File: src/rtl/bridge_gate_guard_pkg.sv
// Shared types and defaults for the half-bridge gate guard.
// Holds the controller state encoding and a counter-width helper.
package bridge_gate_guard_pkg;

  typedef enum logic [1:0] {
    ST_OFF  = 2'd0,
    ST_RUN  = 2'd1,
    ST_TRIP = 2'd2,
    ST_COOL = 2'd3
  } state_e;

  localparam int DT_CYC_DEF     = 20;
  localparam int FAULT_FILT_DEF = 5;
  localparam int COOL_CYC_DEF   = 50000;

  // Bits needed to hold values 0..n inclusive.
  function automatic int cnt_w(input int n);
    return (n < 2) ? 1 : $clog2(n + 1);
  endfunction

endpackage

File: src/rtl/bridge_gate_guard_dt.sv
// One gate leg: saturating dead-time counter and registered gate drive.
// The gate turns on only after the command has been clean for DT_CYC+1 edges.
module dt_leg
  import bridge_gate_guard_pkg::*;
#(
  parameter int DT_CYC = DT_CYC_DEF
) (
  input  logic clk_i,
  input  logic rst_ni,
  input  logic cmd_i,
  input  logic opp_gate_i,
  input  logic ovl_i,
  input  logic run_i,
  output logic gate_o
);

  localparam int CW = cnt_w(DT_CYC);
  localparam logic [CW-1:0] CNT_MAX = CW'(DT_CYC);

  logic [CW-1:0] cnt_q, cnt_d;
  logic          gate_q, gate_d;
  logic          clr;

  assign clr = !cmd_i || opp_gate_i || ovl_i || !run_i;

  always_comb begin
    cnt_d = cnt_q;
    if (clr) begin
      cnt_d = '0;
    end else if (cnt_q != CNT_MAX) begin
      cnt_d = cnt_q + CW'(1);
    end
    gate_d = !clr && (cnt_q == CNT_MAX);
  end

  always_ff @(posedge clk_i or negedge rst_ni) begin
    if (!rst_ni) begin
      cnt_q  <= '0;
      gate_q <= 1'b0;
    end else begin
      cnt_q  <= cnt_d;
      gate_q <= gate_d;
    end
  end

  assign gate_o = gate_q;

endmodule

File: src/rtl/bridge_gate_guard.sv
// Final gate-drive stage for one inverter half-bridge: input sync, fault
// filter, enable/trip/cool-down controller and two dead-time legs.
module bridge_gate_guard
  import bridge_gate_guard_pkg::*;
#(
  parameter int DT_CYC     = DT_CYC_DEF,
  parameter int FAULT_FILT = FAULT_FILT_DEF,
  parameter int COOL_CYC   = COOL_CYC_DEF
) (
  input  logic       clk_50m,
  input  logic       rst_n,
  input  logic       en,
  input  logic       spwm1,
  input  logic       spwm2,
  input  logic       fault_n,
  input  logic       clr_fault,
  output logic       gate_hi,
  output logic       gate_lo,
  output logic       tripped,
  output logic       ovl_err,
  output logic [7:0] trip_cnt,
  output logic [1:0] state
);

  localparam int FW  = cnt_w(FAULT_FILT);
  localparam int CCW = cnt_w(COOL_CYC);
  localparam logic [FW-1:0]  FILT_MAX  = FW'(FAULT_FILT);
  localparam logic [CCW-1:0] COOL_LAST = CCW'(COOL_CYC - 1);

  logic [2:0]     meta_q, sync_q;
  logic           s1, s2, f_n, ovl, fault, run_leg, cool_end;
  logic [FW-1:0]  filt_q, filt_d;
  logic [CCW-1:0] cool_q, cool_d;
  logic [7:0]     trip_cnt_q, trip_cnt_d;
  logic           ovl_err_q, ovl_err_d;
  state_e         state_q, state_d;
  logic [1:0]     leg_cmd, leg_gate;

  assign s1  = sync_q[0];
  assign s2  = sync_q[1];
  assign f_n = sync_q[2];
  assign ovl = s1 && s2;

  assign fault    = (filt_q == FILT_MAX);
  assign cool_end = (cool_q == COOL_LAST);

  always_comb begin
    filt_d = filt_q;
    if (f_n) begin
      filt_d = '0;
    end else if (filt_q != FILT_MAX) begin
      filt_d = filt_q + FW'(1);
    end
  end

  // Fault outranks en, which outranks clr_fault.
  always_comb begin
    state_d = state_q;
    case (state_q)
      ST_OFF:  if (!fault && en) state_d = ST_RUN;
      ST_RUN:  if (fault) state_d = ST_TRIP;
               else if (!en) state_d = ST_OFF;
      ST_TRIP: if (!fault && clr_fault) state_d = ST_COOL;
      ST_COOL: if (fault) state_d = ST_TRIP;
               else if (cool_end) state_d = en ? ST_RUN : ST_OFF;
      default: state_d = ST_OFF;
    endcase
  end

  // Legs count only while RUN holds across the edge, so they start from zero
  // on entry and drop their gates on the same edge that RUN is left.
  assign run_leg = (state_q == ST_RUN) && (state_d == ST_RUN);

  always_comb begin
    cool_d = '0;
    if (state_q == ST_COOL && state_d == ST_COOL) begin
      cool_d = cool_q + CCW'(1);
    end
    trip_cnt_d = trip_cnt_q;
    if (state_d == ST_TRIP && state_q != ST_TRIP && trip_cnt_q != 8'hFF) begin
      trip_cnt_d = trip_cnt_q + 8'd1;
    end
    ovl_err_d = clr_fault ? 1'b0 : (ovl_err_q || ovl);
  end

  always_ff @(posedge clk_50m or negedge rst_n) begin
    if (!rst_n) begin
      meta_q     <= '0;
      sync_q     <= '0;
      filt_q     <= '0;
      cool_q     <= '0;
      trip_cnt_q <= '0;
      ovl_err_q  <= 1'b0;
      state_q    <= ST_OFF;
    end else begin
      meta_q     <= {fault_n, spwm2, spwm1};
      sync_q     <= meta_q;
      filt_q     <= filt_d;
      cool_q     <= cool_d;
      trip_cnt_q <= trip_cnt_d;
      ovl_err_q  <= ovl_err_d;
      state_q    <= state_d;
    end
  end

  assign leg_cmd = {s2, s1};

  for (genvar gi = 0; gi < 2; gi++) begin : g_leg
    dt_leg #(
      .DT_CYC(DT_CYC)
    ) u_leg (
      .clk_i     (clk_50m),
      .rst_ni    (rst_n),
      .cmd_i     (leg_cmd[gi]),
      .opp_gate_i(leg_gate[1-gi]),
      .ovl_i     (ovl),
      .run_i     (run_leg),
      .gate_o    (leg_gate[gi])
    );
  end

  assign gate_hi  = leg_gate[0];
  assign gate_lo  = leg_gate[1];
  assign tripped  = (state_q == ST_TRIP);
  assign ovl_err  = ovl_err_q;
  assign trip_cnt = trip_cnt_q;
  assign state    = state_q;

endmodule

File: config.mk
export PLATFORM = sky130hd
export DESIGN_NAME = bridge_gate_guard
export DESIGN_NICKNAME = d
export VERILOG_FILES = /design/src/rtl/bridge_gate_guard_pkg.sv /design/src/rtl/bridge_gate_guard_dt.sv /design/src/rtl/bridge_gate_guard.sv
export SDC_FILE = /design/constraint.sdc
export NUM_CORES = 1
export LEC_CHECK = 0
export CAP_MARGIN = 20
export CORE_MARGIN = 5
export CORE_UTILIZATION = 56
export DETAILED_ROUTE_END_ITERATION = 10
export GPL_ROUTABILITY_DRIVEN = 0
export PLACE_DENSITY = 0.78
export SYNTH_ARGS = -nofsm -noshare
export SYNTH_HDL_FRONTEND = slang
export SYNTH_HIERARCHICAL = 1
export SYNTH_SLANG_ARGS = --single-unit
File: constraint.sdc
create_clock -name clk_50m -period 2.7 [get_ports clk_50m]
set_input_delay 0.54 -clock clk_50m [delete_from_list [all_inputs] [get_ports clk_50m]]
set_output_delay 0.54 -clock clk_50m [all_outputs]
set_load 0.03 [all_outputs]
==> flow_summary.yaml <==
worst_setup_path:
  reg2reg_slack_ps: 700
  reg2reg_from: "trip_cnt[0]"
  cp-end-kind: "primary output"
  criticalPathCategory: "register to primary output"
  cp.required_ps: 2160
  arrival_ps: 1700
  start_kind: "register"
  cp_max_fo: 6
  crit_path_start: "state[1]"
logic_synthesis:
  netlist_instances: 192
  ys.flop_type: "dfrtp_1"
  ys_seq_area_share_pct: 55.4
  synth_cell_types: 34
  ys_seq_elements: 48
  async_flop_share_pct: 100
  synth_edf_count: 0
  yosysWarnings: 6
  avgSynthCellArea_um2: 11.3
  synth_nets: 207
  synthesis.area_um2: 2170
global_route:
  grt_start_max_net_pins: 30
  first_global_vias: 1526
  grt_pass1_wl_um: 6850
  antenna_found_initial: 0
  overflow: 0
  grt_usage_pct: 17.2
layout:
  area_growth_pct: 15.8
  drive_gt1_share_pct: 5.91
  layout.nets: 234
  final.fill_count: 287
  antenna_cells: 0
  regArea_um2: 1200
  final-instance-count-excl-fill: 268
  multiInputGateArea_um2: 917
clocking:
  postCtsHoldBufs: 0
  cts_tree: "yes"
  cts_htree_levels: 2
  post-cts-setup-buffers: 0
  clkTransAtPathRegs_ps: 80
  clockBufferDepth: 2
  clk_latency_ps: 290
  clock-sinks: 48
  clockRootBuffer: "clkbuf_8"
  cts_resized: 0
  cts-buffers-inserted: 5
sta:
  setup_tns_ps: 0
  fin_crit_ps: 2240
  finClkSkew_ps: 3.02
  report.final.slew_viol_count: 0
  setup_slack_ps: 462
  setup_viol_count_final: 0
  hold_viol_final: 0
  min_period_over_period_pct: 82.9
  relSlewSlack_pct: 50.5
  hold_slack_ps: 259
  max_freq_mhz: 447
  worstMarginPinSlew_ps: 738
  rsz0062_at_grt: "no"
hold_path:
  hp-class: "input port to asynchronous set/reset pin"
placed_design:
  dp_hpwl_um: 2870
  dp_slack_ps: 752
  port_buffers: 20
  dpl.cell_count: 260
outcome:
  status: "complete, no violations"
pwr:
  p_leak_nw: 1.07
  ir_drop_v: 0.000370
  pwr_density_cell_nw_per_um2: 610
drt:
  drt-total-wl_um: 3840
  vias: 1474
  post_drt_wl_per_cell_um: 14.3
  first_pass_iters: 4
  drc: 0
  final_antenna_net_count: 0
  initialDrtViolationCount: 92
  vias_per_cell: 5.50
die:
  boundaryPins: 21
  die_y_um: 72.2
  die_width_um: 72.2
  rows: 22
  core_area_um2: 3720
  initial_utilization_pct: 58.3
  dieArea_um2: 5210
flow_run:
  max_cap_viol_count: 0
path summary, 6_finish.rpt:
| path | to | cells past startpoint |
|---|---|---|
| worst max-delay path | tripped | 2 |
| worst min register to register | sync_q[1] | 0 |
| min in group clk_50m | sync_q[1] | 0 |
| worst min-delay path | filt_q[2] | 1 |
| max in group asynchronous | cool_q[4] | 2 |
| worst max register to register | trip_cnt[1] | 4 |
cells in the final DEF (no fill, tap or decap), types with 2 or more instances in the layout:
cell type and count:
clkbuf_1 2, nand3_1 10, mux2i_1 2, a21oi_1 4, nand2_1 11, clkbuf_8 6, clkdlybuf4s50_1 19, xor2_1 11
dfrtp_1 48, nor3_1 3, and3_1 4, a31oi_1 2, or4bb_1 2, nor3b_1 2, nand4b_1 2, xnor2_1 18
inv_1 8, nand4_1 6, and4_1 2, nor2_1 31, buf_4 2, mux2_2 2, nand4bb_1 2, ha_1 8
through the flow:
stage | instance area, um^2 | utilization [%] | total power, W
2_1_floorplan | 2170 | - | 0.00102
3_3_place_gp | 2420 | 65.1 | 0.00111
3_5_place_dp | 2420 | 65.1 | 0.00113
4_1_cts | 2510 | 67.5 | 0.00155
5_1_grt | 2510 | 67.5 | 0.00162
6_report | 2510 | 67.5 | 0.00153
metal layers:
metal  part of all wire (%)  up-vias  track usage, %
met3                    4.5        8            4.71
met1                     44      728            21.3
met2                     49       26            27.8
li1                       -      712               -
met5                      0        -               0
met4                    1.8        0            8.35
kinds of logic after synthesis:
| kind of cell | share of synthesized area [%] |
|---|---|
| simple gates | 21.6 |
| compound gates | 2.42 |
| fa+ha+maj | 4.62 |
| flops | 55.4 |
| buf+inv | 2.25 |
| xor+xnor | 11.7 |
| mux | 1.96 |
cell usage after synthesis (2+ instances only):
master	count	area, um^2
nand4bb_1	2	22.5
nor3_1	3	15.0
xnor2_1	18	158
nand2_1	11	41.3
dfrtp_1	48	1200
nand4b_1	2	17.5
xor2_1	11	96.3
mux2_2	2	22.5
a21oi_1	4	20.0
nor3b_1	2	15.0
a31oi_1	2	12.5
nor2_1	31	116
mux2i_1	2	20.0
or4bb_1	2	22.5
and3_1	4	25.0
ha_1	8	100
inv_1	8	30.0
nand4_1	6	37.5
nand3_1	10	50.1
and4_1	2	17.5
state kept, by name (all words and copies together), names as in the netlist:
register	flops
filt_q	3
cool_q	16
ovl_err	1
trip_cnt	8
g_leg.u_leg/gate_o	2
meta_q	3
g_leg.u_leg/cnt_q	10
state	2
sync_q	3
final cells by class:
class	count	share of cell area (%)
well taps	48	2.39
inverters	8	1.20
clock buffers	8	3.59
multi-input cells	134	36.6
flip-flops and latches	48	47.9
repair buffers	22	8.38
critical path, cell delays in order, from the launching register on:
cell and delay (ps):
dfrtp_1 460, nor2b_1 240, clkdlybuf4s50_1 710
power by group:
group          switching [W]  total, W  internal [W]
Combinational       0.000170  0.000286      0.000116
Clock               0.000209  0.000418      0.000209
Sequential         0.0000615  0.000828      0.000766
Total               0.000441   0.00153       0.00109
No activity file was read; power rests on OpenSTA's default activity.
